<file path="config.mk">
export PLATFORM = sky130hd
export DESIGN_NAME = bit_serializer
export DESIGN_NICKNAME = d
export VERILOG_FILES = /design/src/rtl/bit_serializer.sv
export SDC_FILE = /design/constraint.sdc
export NUM_CORES = 1
export LEC_CHECK = 0
export CORE_MARGIN = 5
export CORE_UTILIZATION = 34
export CTS_CLUSTER_DIAMETER = 50
export DETAILED_ROUTE_END_ITERATION = 8
export PLACE_DENSITY = 0.61
export SLEW_MARGIN = 25
export SYNTH_ARGS = -nofsm -noshare
export SYNTH_HDL_FRONTEND = slang
export SYNTH_SLANG_ARGS = --single-unit
</file>
<file path="constraint.sdc">
create_clock -name clk -period 1.4 [get_ports clk]
set_input_delay 0.14 -clock clk [delete_from_list [all_inputs] [get_ports clk]]
set_output_delay 0.14 -clock clk [all_outputs]
set_load 0.01 [all_outputs]
</file>
<file path="src/rtl/bit_serializer.sv">
// Parallel-to-serial shifter. It loads a WIDTH-bit word on a valid/ready handshake
// and sends it out one bit per clock, chaining back-to-back words with no gap.
module bit_serializer #(
  parameter int WIDTH     = 8,
  parameter bit MSB_FIRST = 1'b1
) (
  input  logic             clk,
  input  logic             rst,
  input  logic [WIDTH-1:0] din,
  input  logic             din_valid,
  output logic             din_ready,
  output logic             dout,
  output logic             dout_valid,
  output logic             busy,
  output logic             word_done
);

  localparam int              CNT_W    = $clog2(WIDTH);
  localparam logic [CNT_W-1:0] LAST_CNT = CNT_W'(WIDTH - 1);
  localparam logic [CNT_W-1:0] PEN_CNT  = CNT_W'(WIDTH - 2);

  typedef enum logic {
    IDLE  = 1'b0,
    SHIFT = 1'b1
  } state_t;

  state_t           state;
  logic [CNT_W-1:0] bit_cnt;
  logic [WIDTH-1:0] shift_reg;

  logic             last_bit;
  logic             accept;
  logic             first_bit;
  logic             next_bit;
  logic [WIDTH-1:0] load_rest;
  logic [WIDTH-1:0] shift_rest;

  // bit_cnt is the index of the bit currently shown on dout.
  assign last_bit  = (state == SHIFT) && (bit_cnt == LAST_CNT);
  assign din_ready = (state == IDLE) || last_bit;
  assign accept    = din_valid && din_ready;

  // The first bit goes straight to dout on the load edge, so the register keeps
  // only the bits that are still to be sent.
  generate
    if (MSB_FIRST) begin : g_msb_first
      assign first_bit  = din[WIDTH-1];
      assign load_rest  = {din[WIDTH-2:0], 1'b0};
      assign next_bit   = shift_reg[WIDTH-1];
      assign shift_rest = {shift_reg[WIDTH-2:0], 1'b0};
    end else begin : g_lsb_first
      assign first_bit  = din[0];
      assign load_rest  = {1'b0, din[WIDTH-1:1]};
      assign next_bit   = shift_reg[0];
      assign shift_rest = {1'b0, shift_reg[WIDTH-1:1]};
    end
  endgenerate

  // NOTE: state registers use non-blocking assignments so every register samples
  // the values from before the edge, independent of statement order.
  always_ff @(posedge clk or negedge rst) begin
    if (!rst) begin
      state      <= IDLE;
      bit_cnt    <= '0;
      shift_reg  <= '0;
      dout       <= 1'b0;
      dout_valid <= 1'b0;
      busy       <= 1'b0;
      word_done  <= 1'b0;
    end else if (accept) begin
      // An accept on the last-bit edge chains the new word with no idle gap.
      state      <= SHIFT;
      bit_cnt    <= '0;
      shift_reg  <= load_rest;
      dout       <= first_bit;
      dout_valid <= 1'b1;
      busy       <= 1'b1;
      word_done  <= 1'b0;
    end else if (state == SHIFT) begin
      if (last_bit) begin
        state      <= IDLE;
        bit_cnt    <= '0;
        dout       <= 1'b0;
        dout_valid <= 1'b0;
        busy       <= 1'b0;
        word_done  <= 1'b0;
      end else begin
        bit_cnt    <= bit_cnt + 1'b1;
        shift_reg  <= shift_rest;
        dout       <= next_bit;
        word_done  <= (bit_cnt == PEN_CNT);
      end
    end
  end

endmodule

</file>
==> results.cfg, run 1 <==
[status]
status = finished, violations left
violations = setup timing

[timing]
slew_violations = 0
layout_min_cycle_time_ns = 1.55
worst_pin_slew_ns = 0.239
final_hold_viol_count = 0
setup_tns_ns = -0.281
max_slew_margin = 0.840
timing.final.ws_setup_ns = -0.146
max_freq_mhz = 647
fin_crit_sh = 1.10
rsz0062_at_grt = yes
finalClockSkew_ns = 0.00372
setup_viol = 3

[route]
wl_per_cell_um = 10.8
dr_wl_met2_um = 585
dr.pass1.iters = 4
routed-via-count = 525
met1Wirelength_um = 597
drt-initial-drc-count = 6
postRouteAntennaNets = 0
viasPerCell = 4.45
drt_wl_total_um = 1270
wl_met3_um = 79
top_layer = met4
drc = 0

[placed_design]
gp_congestion = 0.835
dp_hpwl_um = 1000
dp.cells = 111
place_ws_ns = -0.203
port_buffers = 15

[die]
core_area_sq_mm = 0.00190
chipHeight_um = 54.2
die_w_um = 54.2
dieArea_sq_mm = 0.00293
start_util = 0.349
rows = 16
io_pins = 16

[synthesis]
syn_area_per_cell_sq_um = 10.7
yosysSeqAreaShare = 0.528
yosys.area.top_type = dfrtp_1
ys_ff_latch = 14
synth_warnings = 0
syn_inst = 62
synth.distinct_cells = 19
synth_top_area_frac = 0.528
synth.area.top_cells = dfrtp_1 (53%), mux2i_1 (11%), nand2_1 (6.2%), ha_1 (5.7%), o21ai_1 (5.3%)
synth_area_sq_um = 663
synth.net_count = 76

[clock_network]
cts_max_level = 1
cts_buffer_depth = 2
root_buffer = clkbuf_4
clkSinkCount = 14
cts_tree = yes
path_clk_slew_ns = 0.08
cts_made_buffers = 3
clk_latency_ns = 0.27

[critical_path]
cp-start-kind = flop
cp_slowest_stage_delay_ns = 0.39
cp-end-kind = primary output
path_class = flop to primary output
cp_max_fo = 2
crit_buf_inv = 2
cpMaxStageDelayCell = dfrtp_1
r2r_slack_ns = -0.10
cp_top_family = flip-flops
cp.required_ns = 1.26
cp_cell_sequence = ha_2 > ha_4 > and2b_4 > inv_4 > buf_6
cp.arrival_ns = 1.41

[pwr]
ir_drop_v = 0.00108
powerDensity_mw_per_mm2 = 1870
p_leak_uw = 0.000470

[cells_and_area]
layout_common_cells = dfrtp_1 (14), clkdlybuf4s50_1 (14), buf_4 (12)
antenna-diode-count = 0
largest_reg_flops = 7
layout.nets = 106
fin_util = 0.521
fin_cells = 118
layout-drive-gt1-share = 0.264
area_growth_pct = 49.4

[job]
cap_violations = 0

[global_route]
gr-total-overflow = 0
grt.total_usage = 0.104
grt_pass1_wl_um = 2080
first_global_vias = 492
antenna_found_initial = 0
grt_max_degree = 15

[min_path]
worstHoldPathType = input port to asynchronous set/reset pin
synth_stat cells:
cell and number:
a21o_1 1, and2b_4 1, nand3b_1 1, buf_4 2
o21ai_1 7, a21boi_0 1, ha_1 3, nand2_1 11
inv_2 1, o22a_1 1, mux2i_1 7, nand4b_1 1
a32oi_1 1, nor2_1 2, inv_1 1, o21ai_0 2
dfrtp_1 14, buf_2 1, nand2b_1 4
worst paths after layout:
kind / from / end / cells past startpoint
max in group asynchronous: rst / state / 2
worst max register to register: bit_cnt[1] / dout / 7
worst max-delay path: bit_cnt[1] / din_ready / 5
worst min register to register: word_done / word_done / 2
min in group clk: word_done / word_done / 2
worst min-delay path: rst / word_done / 2
where the power goes:
part           internal, uW  switching [uW]
registers               553            87.8
clock network           158             120
logic                   544             394
total                  1260             602
worst register-to-register path, stage by stage, from the launching register on:
cell and delay, ns:
dfrtp_1 0.39, ha_2 0.20, ha_4 0.15, and2b_4 0.25
inv_4 0.04, buf_6 0.11, a32oi_1 0.18, nand2_1 0.07
final cells by class:
type                    instances  area, sq um
fillers                       175          911
flip-flops and latches         14          350
multi-input cells              43          308
repair buffers                 28          253
clock buffers                   4         36.3
well taps                      27         33.8
inverters                       2         10.0
timing repair:
item,4_1_cts,5_1_grt
endpoints found under the setup margin,4,14
setup buffers,2,2
resized for setup,5,4
hold buffers,0,0
pin swaps,1,4
logic make-up after synthesis:
kind of cell | synth area share
compound gates | 0.117
fa+ha+maj | 0.0566
buf+inv | 0.0415
flops | 0.528
mux | 0.106
simple gates | 0.151
per-layer routing:
metal,vias to the layer above,track usage
met5,-,0
met4,0,0.0622
met3,2,0.0360
met2,11,0.161
met1,238,0.122
li1,274,-
stage by stage:
stage	instance area (sq um)	hold WS [ns]	power (uW)
finish	991	0.168	1860
global route	991	0.181	2020
CTS	965	0.158	1810
detailed placement	920	0.456	1480
global placement	920	0.450	1460
floorplan	681	-0.156	1120
Note: power is estimated with default switching activity, not from simulation.
==> run 2: changes to the inputs <==
--- a/config.mk
+++ b/config.mk
@@ -6,10 +6,10 @@
 export NUM_CORES = 1
 export LEC_CHECK = 0
 export CORE_MARGIN = 5
-export CORE_UTILIZATION = 34
+export CORE_UTILIZATION = 42
 export CTS_CLUSTER_DIAMETER = 50
 export DETAILED_ROUTE_END_ITERATION = 8
-export PLACE_DENSITY = 0.61
+export PLACE_DENSITY = 0.72
 export SLEW_MARGIN = 25
 export SYNTH_ARGS = -nofsm -noshare
 export SYNTH_HDL_FRONTEND = slang
==> results.cfg, run 2 (synthesis gave the netlist of run 1 again) <==
[route]
drc = 0
postRouteAntennaNets = 0
viasPerCell = 4.98
routed-via-count = 518
drt-initial-drc-count = 3
dr.pass1.iters = 4
wl_per_cell_um = 12.2
drt_wl_total_um = 1270

[global_route]
grt.total_usage = 0.116
first_global_vias = 523
grt_pass1_wl_um = 2220
antenna_found_initial = 0
gr-total-overflow = 0
grt_max_degree = 15

[timing]
slew_violations = 0
rsz0062_at_grt = yes
setup_viol = 3
max_freq_mhz = 648
timing.final.ws_setup_ns = -0.143
final_hold_viol_count = 0
finalClockSkew_ns = 0.00355
layout_min_cycle_time_ns = 1.54
hold_ws_ns = 0.161
fin_crit_sh = 1.10
max_slew_margin = 0.864
worst_pin_slew_ns = 0.203

[die]
dieArea_sq_mm = 0.00247
rows = 14
start_util = 0.440
io_pins = 16
core_area_sq_mm = 0.00151
chipHeight_um = 49.7
die_w_um = 49.7

[critical_path]
cp.required_ns = 1.26
r2r_start = bit_cnt[0]
r2r_slack_ns = -0.11
cp_cell_sequence = ha_2 > ha_4 > and2b_4 > inv_4 > buf_6
cpMaxStageDelayCell = dfrtp_1
r2r_end = dout
cp-end-kind = primary output
cp-start-kind = flop
path_class = flop to primary output
cp_max_fo = 2
cp_slowest_stage_delay_ns = 0.39
reg2reg_depth = 7
cp.arrival_ns = 1.40
startpoint = bit_cnt[0]
crit_buf_inv = 2
crit_cells = 5
cp_top_family = flip-flops

[min_path]
worstHoldPathType = input port to asynchronous set/reset pin

[cells_and_area]
antenna-diode-count = 0
final_common_cell = dfrtp_1
largest_reg_flops = 7
area_growth_pct = 42.6
layout_common_cells = dfrtp_1 (14), clkdlybuf4s50_1 (13), nand2_1 (11)
layout.nets = 103
layout-drive-gt1-share = 0.216
fin_util = 0.628

[clock_network]
cts_max_level = 1
post_cts_buffers = 0
cts_tree = yes
clkSinkCount = 14
cts_made_buffers = 3
holdBufCountCts = 0
clk_latency_ns = 0.27
root_buffer = clkbuf_4
cts_buffer_depth = 2
path_clk_slew_ns = 0.08

[status]
status = finished, violations left
violations = setup timing

[job]
cap_violations = 0

[placed_design]
gp_congestion = 0.784
port_buffers = 15
place_ws_ns = -0.200
dp_hpwl_um = 1020

[pwr]
p_leak_uw = 0.000463
power.total_uw = 1750
powerDensity_mw_per_mm2 = 1850
ir_drop_v = 0.00111
run 2: through the flow:
stage	instance area, sq um	instances	setup TNS, ns
floorplan	681	62	-0.00598
global placement	906	100	-0.286
detailed placement	906	100	-0.321
CTS	943	104	-0.326
global route	946	104	-0.860
finish	946	104	-0.295
run 2: how the worst max path moves through the flow:
| stage | end | slack (ns) |
|---|---|---|
| after floorplan | dout | -0.006 |
| after global placement | din_ready | -0.18 |
| after global routing | din_ready | -0.21 |
| final | din_ready | -0.14 |
| after CTS | din_ready | -0.16 |
| after detailed placement | din_ready | -0.20 |
run 2: layer usage:
layer / wire [um] / GRT usage / part of all wire
met2: 648 / 0.201 / 0.51
met3: 77 / 0.0301 / 0.061
met4: 0 / 0.0393 / 0
met5: 0 / 0 / 0
met1: 543 / 0.136 / 0.43
run 2: final cells by class:
cell class / count / area (sq um)
clock buffer: 4 / 36.3
fill: 128 / 561
inverter: 2 / 10.0
multi-input combinational: 43 / 300
sequential: 14 / 350
tap: 16 / 20.0
timing repair buffer: 25 / 229
run 2: where the power goes:
group | leakage, uW | internal [uW] | total [uW] | switching, uW
logic | 0.000264 | 453 | 822 | 369
registers | 0.000178 | 553 | 639 | 86.3
clock network | 0.0000210 | 158 | 284 | 126
total | 0.000463 | 1160 | 1750 | 581
run 2: repair_timing:
| action | 4_1_cts | 5_1_grt |
|---|---|---|
| gates cloned | 0 | 0 |
| endpoints found under the setup margin | 5 | 12 |
| pin swaps | 1 | 0 |
| gates resized for setup | 5 | 1 |
run 2: worst register-to-register path: stages, from the launching register on:
cell     delay, ns
dfrtp_1       0.39
ha_2          0.20
ha_4          0.15
and2b_4       0.25
inv_4         0.03
buf_4         0.14
a32oi_1       0.18
nand2_1       0.06
==> run 3: changes to the inputs <==
--- a/config.mk
+++ b/config.mk
@@ -5,10 +5,10 @@
 export SDC_FILE = /design/constraint.sdc
 export NUM_CORES = 1
 export LEC_CHECK = 0
-export CORE_MARGIN = 5
 export CORE_UTILIZATION = 42
 export CTS_CLUSTER_DIAMETER = 50
 export DETAILED_ROUTE_END_ITERATION = 8
+export MAX_ROUTING_LAYER = met4
 export PLACE_DENSITY = 0.72
 export SLEW_MARGIN = 25
 export SYNTH_ARGS = -nofsm -noshare
==> results.cfg, run 3 (synthesis gave the netlist of run 1 again) <==
[die]
io_pins = 16
chipHeight_um = 41.7
start_util = 0.480
dieArea_sq_mm = 0.00174
die_w_um = 41.7
core_area_sq_mm = 0.00138
rows = 13

[timing]
final_hold_viol_count = 0
layout_min_cycle_time_ns = 1.56
setup_viol = 7
worst_pin_slew_ns = 0.190
timing.final.ws_setup_ns = -0.159
max_slew_margin = 0.873
max_freq_mhz = 641
slew_violations = 0
finalClockSkew_ns = 0.00216
rsz0062_at_grt = yes
fin_crit_sh = 1.11

[cells_and_area]
layout-drive-gt1-share = 0.239
largest_reg_flops = 7
layout_common_cells = dfrtp_1 (14), clkdlybuf4s50_1 (14), nand2_1 (11)
area_growth_pct = 45.3
layout.nets = 104
antenna-diode-count = 0
nFillCells = 101
fin_cells = 103

[critical_path]
path_class = flop to primary output
startpoint = bit_cnt[0]
cp_max_fo = 2
cp_slowest_stage_delay_ns = 0.40
cp.required_ns = 1.26
cp_cell_sequence = ha_2 > ha_4 > and2b_4 > inv_4 > buf_6
r2r_start = bit_cnt[0]
cp-start-kind = flop
cp.arrival_ns = 1.42
cpMaxStageDelayCell = dfrtp_1
cp-end-kind = primary output

[global_route]
met2_usage = 0.272
grt.total_usage = 0.172
gr-total-overflow = 0
top_usage_layer = met2
grt_pass1_wl_um = 2190
antenna_found_initial = 0
met3_usage = 0.0652
grt_max_degree = 15
grtUsageMet1 = 0.209
first_global_vias = 505

[placed_design]
port_buffers = 15
dp_hpwl_um = 920
place_ws_ns = -0.201
gp_congestion = 0.720
dp.cells = 98

[clock_network]
root_buffer = clkbuf_4
cts_max_level = 1
path_clk_slew_ns = 0.08
clkSinkCount = 14
clk_latency_ns = 0.27
cts_tree = yes
cts_buffer_depth = 2
cts_made_buffers = 3

[pwr]
powerDensity_mw_per_mm2 = 1860
power.total_uw = 1790
ir_drop_v = 0.00109
p_leak_uw = 0.000458

[route]
drc = 0
drt_wl_total_um = 1230
viasPerCell = 5.23
drt-initial-drc-count = 6
dr.pass1.iters = 4
postRouteAntennaNets = 0
routed-via-count = 539
wl_per_cell_um = 11.9

[min_path]
worstHoldPathType = input port to asynchronous set/reset pin

[status]
status = finished, violations left
violations = setup timing

[job]
cap_violations = 0
[run 3: cell types whose count changed in the layout (fill, tap and decap cells not counted)]
cell	change
clkbuf_8	-1
clkdlybuf4s50_1	+1
inv_1	-1
inv_2	+1
buf_12	+1
buf_4	-2
nand2b_1	-1
o21ai_0	-1
nand2b_4	+1
o21ai_1	+1
dlymetal6s2s_1	-1
buf_6	+2
[run 3: final timing paths]
path | slack, ns | end | cells after the start
min | 0.17 | bit_cnt[0] | 2
max in group asynchronous | 1.06 | busy | 2
min in group clk | 0.48 | shift_reg[1] | 3
min reg2reg | 0.48 | word_done | 2
max | -0.16 | din_ready | 5
max reg2reg | -0.09 | dout | 7
[run 3: power breakdown]
group          internal, uW  leakage [uW]  switching [uW]
registers               553      0.000178            86.9
clock network          99.5     0.0000138             115
logic                   542      0.000267             393
[run 3: area by class of cell]
cell class | count | area, sq um | share of cell area
clock buffer | 3 | 22.5 | 0.0234
inverter | 2 | 10.0 | 0.0104
tap | 15 | 18.8 | 0.0195
timing repair buffer | 26 | 254 | 0.264
sequential | 14 | 350 | 0.364
multi-input combinational | 43 | 308 | 0.319
[run 3: through the flow]
| stage | cell area [sq um] | hold slack (ns) | TNS [ns] | util |
|---|---|---|---|---|
| global route | 963 | 0.172 | -0.915 | 0.697 |
| CTS | 960 | 0.174 | -0.347 | 0.694 |
| finish | 963 | 0.174 | -0.355 | 0.697 |
| detailed placement | 910 | 0.461 | -0.363 | 0.658 |
| floorplan | 681 | -0.156 | -0.00598 | - |
| global placement | 910 | 0.456 | -0.290 | 0.658 |
[run 3: timing repair]
item / 4_1_cts / 5_1_grt
gates cloned: 0 / 0
setup endpoints to repair: 5 / 12
buffers inserted: 3 / 1
pin swaps: 3 / 2
gates resized for setup: 6 / 4
hold buffers: 0 / 0
hold endpoints to repair: 0 / 0
[run 3: routing by layer]
layer | part of all wire | wire (um) | up-vias
met3 | 0.064 | 78 | 2
li1 | - | - | 266
met1 | 0.45 | 553 | 255
met5 | 0 | 0 | -
met2 | 0.48 | 586 | 16
met4 | 0.0057 | 7 | 0
[run 3: worst max-delay path: cells and delay by family, from the launching register on]
kind | cells | cell delay, ns
buf+inv | 2 | 0.15
fa+ha+maj | 2 | 0.35
flops | 1 | 0.40
simple gates | 1 | 0.26
